## src/rtl/memory_port_arbiter.sv

```systemverilog
// Two-requester arbiter sharing one sram-like memory port between instruction and data RAM interfaces.
// Address phase is a combinational mux; in-order responses are routed back through an outstanding-ID FIFO.
module memory_port_arbiter #(
  parameter int unsigned OUTSTANDING  = 2,
  parameter int unsigned STARVE_LIMIT = 4
) (
  input  logic        clock,
  input  logic        reset,

  input  logic        inst_request,
  input  logic        inst_write,
  input  logic [1:0]  inst_size,
  input  logic [31:0] inst_address,
  input  logic [31:0] inst_write_data,
  input  logic [3:0]  inst_write_strobe,
  output logic        inst_address_ready,
  output logic        inst_data_ready,
  output logic [31:0] inst_read_data,

  input  logic        data_request,
  input  logic        data_write,
  input  logic [1:0]  data_size,
  input  logic [31:0] data_address,
  input  logic [31:0] data_write_data,
  input  logic [3:0]  data_write_strobe,
  output logic        data_address_ready,
  output logic        data_data_ready,
  output logic [31:0] data_read_data,

  output logic        mem_request,
  output logic        mem_write,
  output logic [1:0]  mem_size,
  output logic [31:0] mem_address,
  output logic [31:0] mem_write_data,
  output logic [3:0]  mem_write_strobe,
  input  logic        mem_address_ready,
  input  logic        mem_data_ready,
  input  logic [31:0] mem_read_data,

  output logic        protocol_error
);

  typedef enum logic {
    OWNER_INST = 1'b0,
    OWNER_DATA = 1'b1
  } owner_e;

  localparam int unsigned PTR_W = (OUTSTANDING > 1) ? $clog2(OUTSTANDING) : 1;
  localparam int unsigned CNT_W = $clog2(OUTSTANDING + 1);
  localparam int unsigned STV_W = (STARVE_LIMIT > 0) ? $clog2(STARVE_LIMIT + 1) : 1;

  localparam logic [CNT_W-1:0] CNT_FULL = CNT_W'(OUTSTANDING);
  localparam logic [PTR_W-1:0] PTR_LAST = PTR_W'(OUTSTANDING - 1);
  localparam logic [STV_W-1:0] STV_MAX  = STV_W'(STARVE_LIMIT);

  owner_e             owner_q;
  owner_e             owner;
  logic               lock_q;
  owner_e             id_mem [OUTSTANDING];
  logic [PTR_W-1:0]   wr_ptr;
  logic [PTR_W-1:0]   rd_ptr;
  logic [CNT_W-1:0]   count;
  logic [STV_W-1:0]   starve_cnt;

  logic               owner_request;
  logic               fifo_full;
  logic               fifo_empty;
  logic               accept;
  logic               resp_valid;
  owner_e             head;

  function automatic logic [PTR_W-1:0] ptr_next(input logic [PTR_W-1:0] p);
    return (p == PTR_LAST) ? '0 : p + 1'b1;
  endfunction

  // While locked the owner is frozen so the stalled address stays stable at the slave.
  always_comb begin
    owner = OWNER_DATA;
    if (lock_q) begin
      owner = owner_q;
    end else if (inst_request && (!data_request || starve_cnt == STV_MAX)) begin
      owner = OWNER_INST;
    end
  end

  always_comb begin
    owner_request    = data_request;
    mem_write        = data_write;
    mem_size         = data_size;
    mem_address      = data_address;
    mem_write_data   = data_write_data;
    mem_write_strobe = data_write_strobe;
    if (owner == OWNER_INST) begin
      owner_request    = inst_request;
      mem_write        = inst_write;
      mem_size         = inst_size;
      mem_address      = inst_address;
      mem_write_data   = inst_write_data;
      mem_write_strobe = inst_write_strobe;
    end
  end

  assign fifo_full  = (count == CNT_FULL);
  assign fifo_empty = (count == '0);
  assign head       = id_mem[rd_ptr];

  // A full FIFO blocks the request even when a pop lands in the same cycle.
  assign mem_request = !reset && owner_request && !fifo_full;
  assign accept      = mem_request && mem_address_ready;

  assign inst_address_ready = accept && (owner == OWNER_INST);
  assign data_address_ready = accept && (owner == OWNER_DATA);

  assign resp_valid      = !reset && mem_data_ready && !fifo_empty;
  assign inst_data_ready = resp_valid && (head == OWNER_INST);
  assign data_data_ready = resp_valid && (head == OWNER_DATA);
  assign inst_read_data  = mem_read_data;
  assign data_read_data  = mem_read_data;

  always_ff @(posedge clock or posedge reset) begin
    if (reset) begin
      owner_q        <= OWNER_DATA;
      lock_q         <= 1'b0;
      wr_ptr         <= '0;
      rd_ptr         <= '0;
      count          <= '0;
      starve_cnt     <= '0;
      protocol_error <= 1'b0;
      for (int unsigned i = 0; i < OUTSTANDING; i++) begin
        id_mem[i] <= OWNER_DATA;
      end
    end else begin
      owner_q <= owner;

      if (accept) begin
        lock_q <= 1'b0;
      end else if (mem_request) begin
        lock_q <= 1'b1;
      end

      if (accept) begin
        id_mem[wr_ptr] <= owner;
        wr_ptr         <= ptr_next(wr_ptr);
      end
      if (resp_valid) begin
        rd_ptr <= ptr_next(rd_ptr);
      end

      case ({accept, resp_valid})
        2'b10:   count <= count + 1'b1;
        2'b01:   count <= count - 1'b1;
        default: count <= count;
      endcase

      if (mem_data_ready && fifo_empty) begin
        protocol_error <= 1'b1;
      end

      if (!inst_request) begin
        starve_cnt <= '0;
      end else if (accept && owner == OWNER_INST) begin
        starve_cnt <= '0;
      end else if (accept && starve_cnt != STV_MAX) begin
        starve_cnt <= starve_cnt + 1'b1;
      end
    end
  end

endmodule

```

## config.mk

```make
export PLATFORM = sky130hd
export DESIGN_NAME = memory_port_arbiter
export DESIGN_NICKNAME = d
export VERILOG_FILES = /design/src/rtl/memory_port_arbiter.sv
export SDC_FILE = /design/constraint.sdc
export NUM_CORES = 1
export LEC_CHECK = 0
export CAP_MARGIN = 0
export CORE_AREA = 2 2 125 127
export CTS_CLUSTER_DIAMETER = 100
export DETAILED_ROUTE_END_ITERATION = 16
export DIE_AREA = 0 0 127 129
export PLACE_DENSITY_LB_ADDON = 0.2
export REMOVE_ABC_BUFFERS = 1
export SETUP_SLACK_MARGIN = 0.2
export SYNTH_ARGS = -nofsm -noshare
export SYNTH_HDL_FRONTEND = slang
export SYNTH_SLANG_ARGS = --single-unit
```

## constraint.sdc

```tcl
create_clock -name clock -period 1.8 [get_ports clock]
set_input_delay 0.36 -clock clock [delete_from_list [all_inputs] [get_ports clock]]
set_output_delay 0.36 -clock clock [all_outputs]
set_load 0.005 [all_outputs]
```

## After elaboration in Yosys (flattened, before gate mapping)

Index checks and enable logic that the tools add are counted.

| storage, ports and cells | value |
|---|---|
| bits in registers | 12 |
| word-level logic and storage cells | 70 |
| input bits | 180 |

| operators by class | value |
|---|---|
| magnitude comparators | 3 |
| multiplexer cells | 22 |
| add/sub/neg operators | 5 |
| reductions and logical operators | 21 |
| equality and inequality tests | 6 |
| bitwise operators | 4 |

Operators by type and width:

| cell | number |
|---|---|
| two-way mux 32 bit | 2 |
| logical AND 1 bit | 13 |
| two-way mux 1 bit | 12 |
| two-way mux 3 bit | 3 |
| == test 2 bit (second input constant) | 2 |
| >= comparator 2 bit (second input constant) | 2 |
| logical NOT 1 bit | 4 |
| two-way mux 4 bit | 1 |
| NOT 1 -> 2 bit | 2 |
| one-hot mux 2 bit (2 select lines) | 1 |
| nonzero test 2 bit | 2 |
| adder 3 x 1 -> 3 bit (second input constant) | 1 |
| == test 3 bit (second input constant) | 1 |
| != test 3 x 1 -> 1 bit (second input constant) | 1 |
| != test 3 bit (second input constant) | 1 |
| adder 1 bit (second input constant) | 2 |
| adder 2 x 1 -> 2 bit (second input constant) | 1 |
| bitwise mux 2 bit | 1 |
| == test 2 x 1 -> 1 bit (second input constant) | 1 |
| logical NOT 2 bit | 1 |
| less-than comparator 2 x 1 -> 1 bit (second input constant) | 1 |
| two-way mux 2 bit | 1 |
| NOT 1 bit | 2 |
| subtractor 2 x 1 -> 2 bit (second input constant) | 1 |
| 2 further kinds | 2 |

## Logic depth before layout (Yosys ltp)

Gate-level depths: netlist of the first run.

| logic depth | value |
|---|---|
| word-level depth | 13 |
| gate-level depth with buffers | 8 |

## Worst setup path after synthesis of the first run

No wires, ideal clock.

| timing path | value |
|---|---|
| kind | reg-to-output |
| from | reg starve_cnt[0] |
| to | out mem_address[0] |
| data arrival time | 1.505 ns |
| setup slack | -0.065 ns |
| stages on the path, launching flop included | 8 |
| path through | dfrtp_1 > inv_1 > ha_1 > a21boi_0 > o21bai_2 > buf_6 > buf_6 > mux2_4 |

| between the ends | value |
|---|---|
| cells in the longest elaborated chain, start to end | 6 |

Ends and longest elaborated chain:

| what | line | text |
|---|---|---|
| from (decl) | 63 | `logic [STV_W-1:0] starve_cnt;` |
| from (signal assigned) | 164 | `starve_cnt <= starve_cnt + 1'b1;` |
| == test 3 bit | 81 | `end else if (inst_request && (!data_request \|\| starve_cnt == STV_MAX)) begin` |
| logical OR 1 bit | 81 |  |
| logical AND 1 bit | 81 |  |
| two-way mux 1 bit | 81 |  |
| two-way mux 1 bit | 79 | `if (lock_q) begin` |
| two-way mux 32 bit | 93 | `if (owner == OWNER_INST) begin` |
| to (decl) | 33 | `output logic [31:0] mem_address,` |

Every way passes these cells.

## Worst setup path after layout of the first run

| timing path | value |
|---|---|
| from | reg starve_cnt[1] |
| to | out mem_size[1] |

| between the ends | value |
|---|---|
| cells in the longest elaborated chain, start to end | 6 |

Ends and longest elaborated chain:

| what | line | text |
|---|---|---|
| == test 3 bit | 81 |  |
| logical OR 1 bit | 81 |  |
| logical AND 1 bit | 81 |  |
| two-way mux 1 bit | 81 |  |
| two-way mux 1 bit | 79 |  |
| two-way mux 2 bit | 93 |  |
| to (decl) | 32 | `output logic [1:0] mem_size,` |

Every way passes these cells.

==> impl_metrics.tcl, run 1 <==
set metrics [dict create \
    grt_pass1_wl_mm 16.4 \
    area_growth_pct 142 \
    synth_top_area_share_pct 40.4 \
    syn_area_mm2 0.00227 \
    grt_usage_pct 13.8 \
    clockRootBuffer "clkbuf_16" \
    drt_iter0_markers 39 \
    wirelength_mm 12.6 \
    clock_sinks 12 \
    timing.rr.start "starve_cnt[1]" \
    crit_type "reg2out" \
    drtAntennaViolNets 0 \
    crit_fanout 6 \
    drv_slew 0 \
    worst_slack_ns -0.813 \
    grt_overflow_total 0 \
    end_kind "output pin" \
    numCtsBuffers 3 \
    clock.fmax_mhz 383 \
    period_share_pct 145 \
    timing.setup.tns_ns -48.55 \
    period_needed_ns 2.61 \
    yosys.cell_types.count 37 \
    drive_gt1_share_pct 59.4 \
    ys_warn_count 0 \
    viasPerCell 3.83 \
    io_buffers 224 \
    cts_tree "yes" \
    run_status "finished with violations" \
    rsz0062_at_grt "yes" \
    synth_area_leaders "mux2_4, buf_4, dfrtp_1, mux2_2, buf_6" \
    htreeDepth 1 \
    cap_viol_max_count 0 \
    drc 0 \
    ys_seq_area_share_pct 13.4 \
    syn_avg_cell_area_um2 11.0 \
    nNetsFinal 647 \
    firstDrtPassIters 4 \
    ys_seq_elements 12 \
    required_ns 1.44 \
    skew_ns 0.00165 \
    syn_inst 207 \
    antenna_found_initial 0 \
    p_total_mw 6.58 \
    slew_headroom_pct 78.9 \
    cellPowerDensity_mw_per_mm2 1200 \
    max-clock-path-buffers 2 \
    grt_pass1_vias 2571 \
    core_area_mm2 0.0150 \
    rows 45 \
    setup_viol 78 \
    chipWidth_um 127 \
    critPathLaunchType "flop" \
    worst_pin_slew_ns 0.307 \
    grt_max_degree 18 \
    hold_viol 0 \
    post-route-util_pct 36.7 \
    io_pins 321 \
    die_area_mm2 0.0164 \
    cts_hold_buf 0 \
    r2r_slack_ns -0.30 \
    num_antenna_cells 0 \
    routabilityCongestion 0.725 \
    peakVddDrop_mv 0.367 \
    cp_data_arrival_time_ns 2.25 \
    wl_per_cell_um 19.4 \
    leakage_nw 2.53 \
    yosysTopAreaCell "mux2_4" \
    stdcell_area_mm2 0.00550 \
    clkTransAtPathRegs_ns 0.05 \
    hpwl_mm 10.4 \
    vias 2493 \
    initial_core_util_pct 15.2 \
    insertion_delay_ns 0.24 \
    hold_class "in2async" \
    setup.worst_path.start "starve_cnt[1]" \
    dpl_cell_area_mm2 0.00448 \
    die_h_um 129 \
    violations "negative setup slack" \
]
## timing repair
item	in CTS	in global routing
setup endpoints to repair	85	85
buffers inserted	31	34
gates resized for setup	305	121
pin swaps	11	9
cloned	2	2
## cell usage after synthesis (all sizes together)
cell type / count
buf: 73
mux2: 73
dfrtp: 9
nor2: 7
inv: 6
nand2: 4
xnor2: 4
dfstp: 3
ha: 3
a21boi: 2
nand2b: 2
nand3: 2
nand3b: 2
o21bai: 2
o2bb2ai: 2
a21o: 1
a21oi: 1
a311oi: 1
a31oi: 1
and2: 1
mux2i: 1
nor2b: 1
o2111a: 1
o2111ai: 1
o211ai: 1
o21a: 1
or3b: 1
xor2: 1
## cells by family after synthesis
group	synth area share [%]
and+or+nand+nor	4.91
xor gates and xnor gates	1.93
adders and majority gates	1.65
DFF	13.4
AOI/OAI and AO/OA	5.02
buffers and inverters	26.4
muxes	46.7
## report_power, final
part	switching (mW)	internal, mW	total [mW]
clock network	0.120	0.336	0.456
registers	0.0707	0.387	0.457
logic	1.73	3.94	5.66
total	1.92	4.66	6.58
## area by class of cell
class	count	area, um^2
inverter	6	22.5
tap	188	235
multi-input combinational	116	1500
timing repair buffer	325	3350
clock buffer	4	88.8
fill	1534	9480
sequential	12	304
## critical path, cell delays in order (launching register included)
cell      delay [ns]
dfrtp_1         0.36
inv_2           0.06
ha_4            0.16
a21boi_2        0.11
buf_4           0.12
o21bai_4        0.08
buf_6           0.13
buf_16          0.12
buf_12          0.11
buf_12          0.12
buf_6           0.11
buf_6           0.10
mux2_4          0.30
buf_6           0.12
## flip-flops by register name, summed over array words and instances, names as in the netlist
signal          count
starve_cnt          3
lock_q              1
wr_ptr              1
protocol_error      1
count               2
owner_q             1
rd_ptr              1
id_mem              2
## per-stage QoR
stage	hold slack [ns]	setup WS, ns	instances
global placement	0.441	-0.964	578
detailed placement	0.444	-0.945	578
floorplan	0.239	-2.66	134
finish	0.333	-0.813	651
global route	0.351	-0.893	651
CTS	0.321	-0.843	615
## path summary, 6_finish.rpt
kind / cells past startpoint / to
max: 13 / mem_size[1]
min: 4 / starve_cnt[1]
max reg2reg: 13 / starve_cnt[2]
min reg2reg: 1 / protocol_error
max in group asynchronous: 4 / id_mem[1]
min in group clock: 2 / protocol_error
## metal layers
| metal | track usage [%] | routed length, um |
|---|---|---|
| met5 | 6.18 | 105 |
| met4 | 1.29 | 36 |
| met3 | 11.3 | 2010 |
| met2 | 21.9 | 6060 |
| met1 | 14.3 | 4400 |
## placed cells by master (no fill, tap or decap), drive strengths merged
cell type	synthesis	routed
buf	73	151
nand3	2	2
dlymetal6s2s	0	1
xnor2	4	4
o21a	1	1
nor2b	1	1
clkbuf	0	30
dlygate4sd2	0	2
nand2	4	4
a311oi	1	1
dfrtp	9	9
nor2	7	7
or3b	1	1
clkdlybuf4s15	0	1
a21o	1	1
a31oi	1	1
nand2b	2	2
o21bai	2	2
a21oi	1	1
xor2	1	1
a21boi	2	2
mux2i	1	1
mux2	73	73
clkdlybuf4s50	0	144
nand3b	2	2
o211ai	1	1
and2	1	1
ha	3	3
o2bb2ai	2	2
o2111ai	1	1
o2111a	1	1
dfstp	3	3
inv	6	6
No activity file was read; power rests on OpenSTA's default activity.
==> run 2: changes to the inputs <==
- ABC_AREA: not set -> 1
- CAP_MARGIN: 0 -> not set
==> run 2 against run 1 <==
Net effect: the run still ends with negative setup slack left; largest cell class unchanged; global-route usage is 0.78 points higher; final area down 7.5%; hold slack worse by 0.013 ns; clock skew grew 0.0018 ns.
==> impl_metrics.tcl, run 2 <==
set metrics [dict create \
    period_needed_ns 2.35 \
    cp_data_arrival_time_ns 1.99 \
    area_growth_pct 150 \
    clock.fmax_mhz 426 \
    num_antenna_cells 0 \
    synth_top_area_share_pct 42.4 \
    dpl_cell_area_mm2 0.00417 \
    grt_max_degree 26 \
    synth_top_family_by_area "simple AND/OR/NAND/NOR gates" \
    timing.setup.tns_ns -28.51 \
    p_switching_mw 2.56 \
    end_kind "output pin" \
    synth_commonest_cells "nand2_1, buf_4, inv_1, buf_2, nor2_1" \
    synthArstFlopShare_pct 100 \
    grt_usage_pct 14.6 \
    viasPerCell 3.93 \
    die_area_mm2 0.0164 \
    yosysMostFrequentCell "nand2_1" \
    ys_seq_area_share_pct 14.9 \
    io_buffers 224 \
    worst_slack_ns -0.547 \
    comb_power_share_pct 85.7 \
    synth.area.mux_share_pct 0 \
    max-clock-path-buffers 2 \
    nNetsFinal 793 \
    clock_sinks 12 \
    critPathLaunchType "flop" \
    core_area_mm2 0.0150 \
    cts_hold_buf 0 \
    final_cell_mix "nand2_1, clkdlybuf4s50_1, nand2_2" \
    rsz0062_at_grt "yes" \
    hpwl_mm 10.2 \
    crit_type "reg2out" \
    r2r_cells 14 \
    worst_pin_slew_ns 0.232 \
    largest_register_ffs 3 \
    grt_overflow_total 0 \
    synth_flop_cell "dfrtp_1" \
    violations "negative setup slack" \
    vias 3136 \
    synth_edf_count 0 \
    setup_viol 76 \
    skew_ns 0.00346 \
    initial_core_util_pct 13.6 \
    synthAdderAreaFrac_pct 1.84 \
    syn_inst 378 \
    wirelength_mm 13.5 \
    r2r_end "count[1]" \
    chipWidth_um 127 \
    setup.worst_path.start "starve_cnt[1]" \
    multiInputGateArea_mm2 0.00143 \
    top_register "starve_cnt" \
    synthSimpleGateAreaFrac_pct 48.4 \
    cap_viol_max_count 0 \
    clkPwrFrac_pct 6.6 \
    p_seq_share_pct 7.7 \
    required_ns 1.44 \
    layout_commonest_cell "nand2_1" \
    peakVddDrop_mv 0.366 \
    cts_tree "yes" \
    hold_class "in2async" \
    die_h_um 129 \
    grt_pass1_wl_mm 17.9 \
    period_share_pct 130 \
    insertion_delay_ns 0.24 \
    crit_end "mem_size[1]" \
    synth_area_leaders "nand2_1, buf_4, dfrtp_1, dfstp_2, buf_2" \
    run_status "finished with violations" \
    cell_internal_pwr_mw 3.81 \
    largestRegisters "starve_cnt x3, count x2, id_mem x2" \
    numCtsBuffers 3 \
    hold_viol 0 \
    ys_warn_count 0 \
    drv_slew 0 \
    synthXorXnorAreaFrac_pct 1.72 \
    crit_fanout 6 \
    drc 0 \
    htreeDepth 1 \
    cellPowerDensity_mw_per_mm2 1250 \
    drt_iter0_markers 80 \
    leakage_nw 2.58 \
    stdcell_area_mm2 0.00509 \
    clkTransAtPathRegs_ns 0.05 \
    power.share.switching_pct 40.2 \
    wl_per_cell_um 16.9 \
    syn_area_mm2 0.00204 \
    r2r_slack_ns -0.17 \
    n_fill_cell 1620 \
    yosysTopAreaCell "nand2_1" \
    yosys.cell_types.count 23 \
    firstDrtPassIters 4 \
    io_pins 321 \
    grt_pass1_vias 3091 \
    seqCellArea_um2 304 \
    antenna_found_initial 0 \
    drtAntennaViolNets 0 \
    routabilityCongestion 0.774 \
    ys_seq_elements 12 \
    syn_avg_cell_area_um2 5.39 \
    timing.rr.start "starve_cnt[1]" \
    clockRootBuffer "clkbuf_16" \
    synth_compound_area_share_pct 1.96 \
    slew_headroom_pct 84.4 \
    rows 45 \
    drive_gt1_share_pct 40.1 \
]
-- run 2: changes by cell type in the layout (fill, tap and decap cells not counted), sizes merged, moves of 3 or more --
cell / change
buf: -19
mux2: -73
nand2: +227
nand4: +3
clkdlybuf4s15: +6
nor2: +7
clkbuf: -7
o21ai: +4
inv: +13
-- run 2: repair_timing --
| item | 4_1_cts | 5_1_grt |
|---|---|---|
| hold endpoints to repair | 0 | 0 |
| buffers inserted | 31 | 21 |
| endpoints found under the setup margin | 81 | 85 |
| pin swaps | 13 | 23 |
| gates cloned | 6 | 1 |
| resized for setup | 324 | 103 |
-- run 2: per-layer routing --
layer	GRT usage [%]	up-vias	wire (um)
li1	-	1528	-
met1	16.8	1390	5310
met2	22.9	207	6180
met3	9.77	9	1820
met4	0.905	2	84
met5	6.76	-	83
-- run 2: power groups by stage --
stage	clock [mW]	sequential, mW	combinational [mW]
after CTS	0.429	0.468	4.87
after floorplan	0	0.453	1.35
after detailed placement	0	0.460	3.74
final	0.419	0.491	5.46
after global routing	0.435	0.503	5.86
after global placement	0	0.459	3.74
-- run 2: critical path, stage by stage, from the launching register on --
cell and delay, ns:
dfrtp_1 0.38, inv_2 0.08, ha_4 0.14, nand2_4 0.06, nand2_4 0.06, nand2_4 0.07, nand2_8 0.12, inv_12 0.04
buf_12 0.12, buf_12 0.12, buf_16 0.13, buf_6 0.11, buf_6 0.11, nand2_2 0.04, nand2_1 0.04, buf_2 0.12
-- run 2: cells by family (layout without fill, tap and decap cells) --
kind of cell               Yosys count  in the layout
and+or+nand+nor                    253            253
buffers and inverters               99            330
DFF                                 12             12
AOI/OAI and AO/OA                    7              7
xor gates and xnor gates             4              4
adders and majority gates            3              3
-- run 2: worst min path at each step --
stage / from / end / slack (ns) / depth (start not counted)
3_3_place_gp: protocol_error / protocol_error / 0.44 / 1
2_1_floorplan: reset / count[0] / 0.24 / 1
3_5_place_dp: protocol_error / protocol_error / 0.45 / 1
6_report: reset / lock_q / 0.32 / 3
5_1_grt: reset / lock_q / 0.36 / 3
4_1_cts: reset / lock_q / 0.32 / 3
-- run 2: layout make-up --
| class | count | share of cell area [%] |
|---|---|---|
| clock buffers | 4 | 1.55 |
| inverters | 19 | 1.65 |
| flip-flops and latches | 12 | 5.98 |
| well taps | 188 | 4.62 |
| repair buffers | 307 | 58.2 |
| multi-input cells | 267 | 28.0 |
-- run 2: stage by stage --
step	total power [mW]	worst slack (ns)	hold slack, ns	utilization, %	cells
finish	6.37	-0.547	0.321	34.0	797
global route	6.80	-0.642	0.362	34.0	797
CTS	5.77	-0.632	0.316	32.0	775
detailed placement	4.20	-0.767	0.449	27.9	734
global placement	4.20	-0.785	0.437	27.9	734
floorplan	1.80	-1.94	0.238	-	298
==> run 3: changes to the inputs <==
- CELL_PAD_IN_SITES_DETAIL_PLACEMENT: not set -> 1
- CELL_PAD_IN_SITES_GLOBAL_PLACEMENT: not set -> 1
- CORE_AREA: 2 2 125 127 -> not set
- CORE_ASPECT_RATIO: not set -> 1.4
- CORE_MARGIN: not set -> 2
- CORE_UTILIZATION: not set -> 11
- DIE_AREA: 0 0 127 129 -> not set
==> run 3 against run 2 <==
Net effect: the flow still finishes with violations (negative setup slack); clock skew increased by 0.0042 ns; highest routed layer unchanged; flip-flop and latch count unchanged; critical path type unchanged; fmax increased by 1.8%; global-route usage decreased by 0.79 points; combinational power increased by 7.9%; largest cell class unchanged; sequential share of layout area decreased by 0.30 points; non-clock buffer count increased by 2.
==> impl_metrics.tcl, run 3 (synthesis gave the netlist of run 2 again) <==
set metrics [dict create \
    io_pins 321 \
    clockRootBuffer "clkbuf_16" \
    wl_per_cell_um 17.5 \
    rows 58 \
    final_cell_mix "nand2_1, clkdlybuf4s50_1, nand2_2" \
    insertion_delay_ns 0.24 \
    p_total_mw 6.79 \
    antenna_found_initial 0 \
    cp_cell_sequence "inv_2 > ha_4 > nand2_4 > nand2_4 > nand2_4 > nand2_8 > inv_12 > buf_6 > buf_12 > buf_16 > buf_6 > nand2_4 > nand2_4 > buf_6" \
    timing.setup.tns_ns -26.11 \
    die_area_mm2 0.0196 \
    holdWs_ns 0.304 \
    clock.fmax_mhz 434 \
    cp_data_arrival_time_ns 1.95 \
    slew_headroom_pct 85.7 \
    drive_gt1_share_pct 45.2 \
    nNetsFinal 795 \
    hold_class "in2async" \
    worst_slack_ns -0.507 \
    skew_ns 0.00764 \
    largestRegisters "starve_cnt x3, count x2, id_mem x2" \
    cp_common_cell "nand2_4" \
    firstDrtPassIters 4 \
    period_needed_ns 2.31 \
    stdcell_count 851 \
    top_register "starve_cnt" \
    routabilityCongestion 0.756 \
    num_antenna_cells 0 \
    grt_pass1_vias 3427 \
    grt_overflow_total 0 \
    area_growth_pct 163 \
    critPathLaunchType "flop" \
    hold_viol 0 \
    drt_iter0_markers 53 \
    cpPeakStageDelay_ns 0.39 \
    drc 0 \
    cellPowerDensity_mw_per_mm2 1270 \
    rsz0062_at_grt "yes" \
    pre_cts_slack_ns -0.756 \
    cts_tree "yes" \
    setup_viol 79 \
    grt_max_degree 36 \
    drv_slew 0 \
    initial_core_util_pct 11.3 \
    io_buffers 224 \
    max-clock-path-buffers 2 \
    crit_type "reg2out" \
    dp_cells 783 \
    slowest_stage "dfrtp_1" \
    clkTransAtPathRegs_ns 0.05 \
    core_area_mm2 0.0181 \
    wirelength_mm 14.9 \
    required_ns 1.44 \
    numCtsBuffers 3 \
    run_status "finished with violations" \
    hpwl_mm 11.1 \
    grt_usage_pct 13.8 \
    viasPerCell 3.79 \
    violations "negative setup slack" \
    drtAntennaViolNets 0 \
    peakVddDrop_mv 0.355 \
    end_kind "output pin" \
    die_h_um 165 \
    r2r_cells 14 \
    clock_sinks 12 \
    worst_pin_slew_ns 0.213 \
    largest_register_ffs 3 \
    htreeDepth 1 \
    crit_fanout 7 \
    period_share_pct 128 \
    cap_viol_max_count 0 \
    vias 3224 \
    grt_pass1_wl_mm 20.3 \
    chipWidth_um 119 \
    leakage_nw 2.65 \
]
run 3: cell count changes in the layout (fill, tap and decap cells not counted), moves of 5 or more:
| cell | delta |
|---|---|
| buf_2 | -5 |
| nand2_4 | +13 |
| clkdlybuf4s15_2 | -6 |
| nand2_2 | +14 |
| buf_6 | +14 |
| buf_12 | -5 |
| nand2_1 | -27 |
run 3: worst paths after layout:
kind	from	to	slack, ns
max	starve_cnt[1]	mem_address[0]	-0.51
min	reset	protocol_error	0.30
max reg2reg	starve_cnt[1]	count[1]	-0.20
min reg2reg	protocol_error	protocol_error	0.45
max in group asynchronous	reset	owner_q	1.26
min in group clock	protocol_error	protocol_error	0.45
run 3: per-layer routing:
| layer | GRT usage [%] | part of all wire, % | wire (um) | up-vias |
|---|---|---|---|---|
| li1 | - | - | - | 1528 |
| met1 | 14.9 | 36 | 5290 | 1463 |
| met2 | 23.6 | 49 | 7370 | 221 |
| met3 | 8.24 | 14 | 2070 | 10 |
| met4 | 1.19 | 0.58 | 86 | 2 |
| met5 | 3.91 | 0.50 | 74 | - |
run 3: area by class of cell:
class                   instances  area, um^2
inverters                      19        83.8
repair buffers                309        3030
clock buffers                   4        78.8
well taps                     240         300
flip-flops and latches         12         304
fillers                      2226       12700
multi-input cells             267        1550
run 3: worst max-delay path: cells and delay by family, from the launching register on:
family | cells | cell delay, ns
adder cells (fa/ha/maj) | 1 | 0.15
buffers and inverters | 7 | 0.73
flip-flops | 1 | 0.39
AND/OR/NAND/NOR | 6 | 0.42
run 3: power breakdown:
part	switching [mW]	total [mW]	internal, mW
Combinational	2.56	5.89	3.33
Sequential	0.0907	0.486	0.395
Clock	0.111	0.409	0.298
run 3: what timing repair did:
| action | CTS | global route |
|---|---|---|
| hold buffers | 0 | 0 |
| resized for setup | 286 | 199 |
| cloned | 5 | 4 |
| pin swaps | 7 | 26 |
| setup buffers | 29 | 26 |
| endpoints found under the setup margin | 83 | 85 |
run 3: per-stage QoR:
| step | utilization (%) | cell area [um^2] |
|---|---|---|
| floorplan | - | 1480 |
| global placement | 23.4 | 4230 |
| detailed placement | 23.4 | 4230 |
| CTS | 26.5 | 4780 |
| global route | 29.6 | 5350 |
| finish | 29.6 | 5350 |
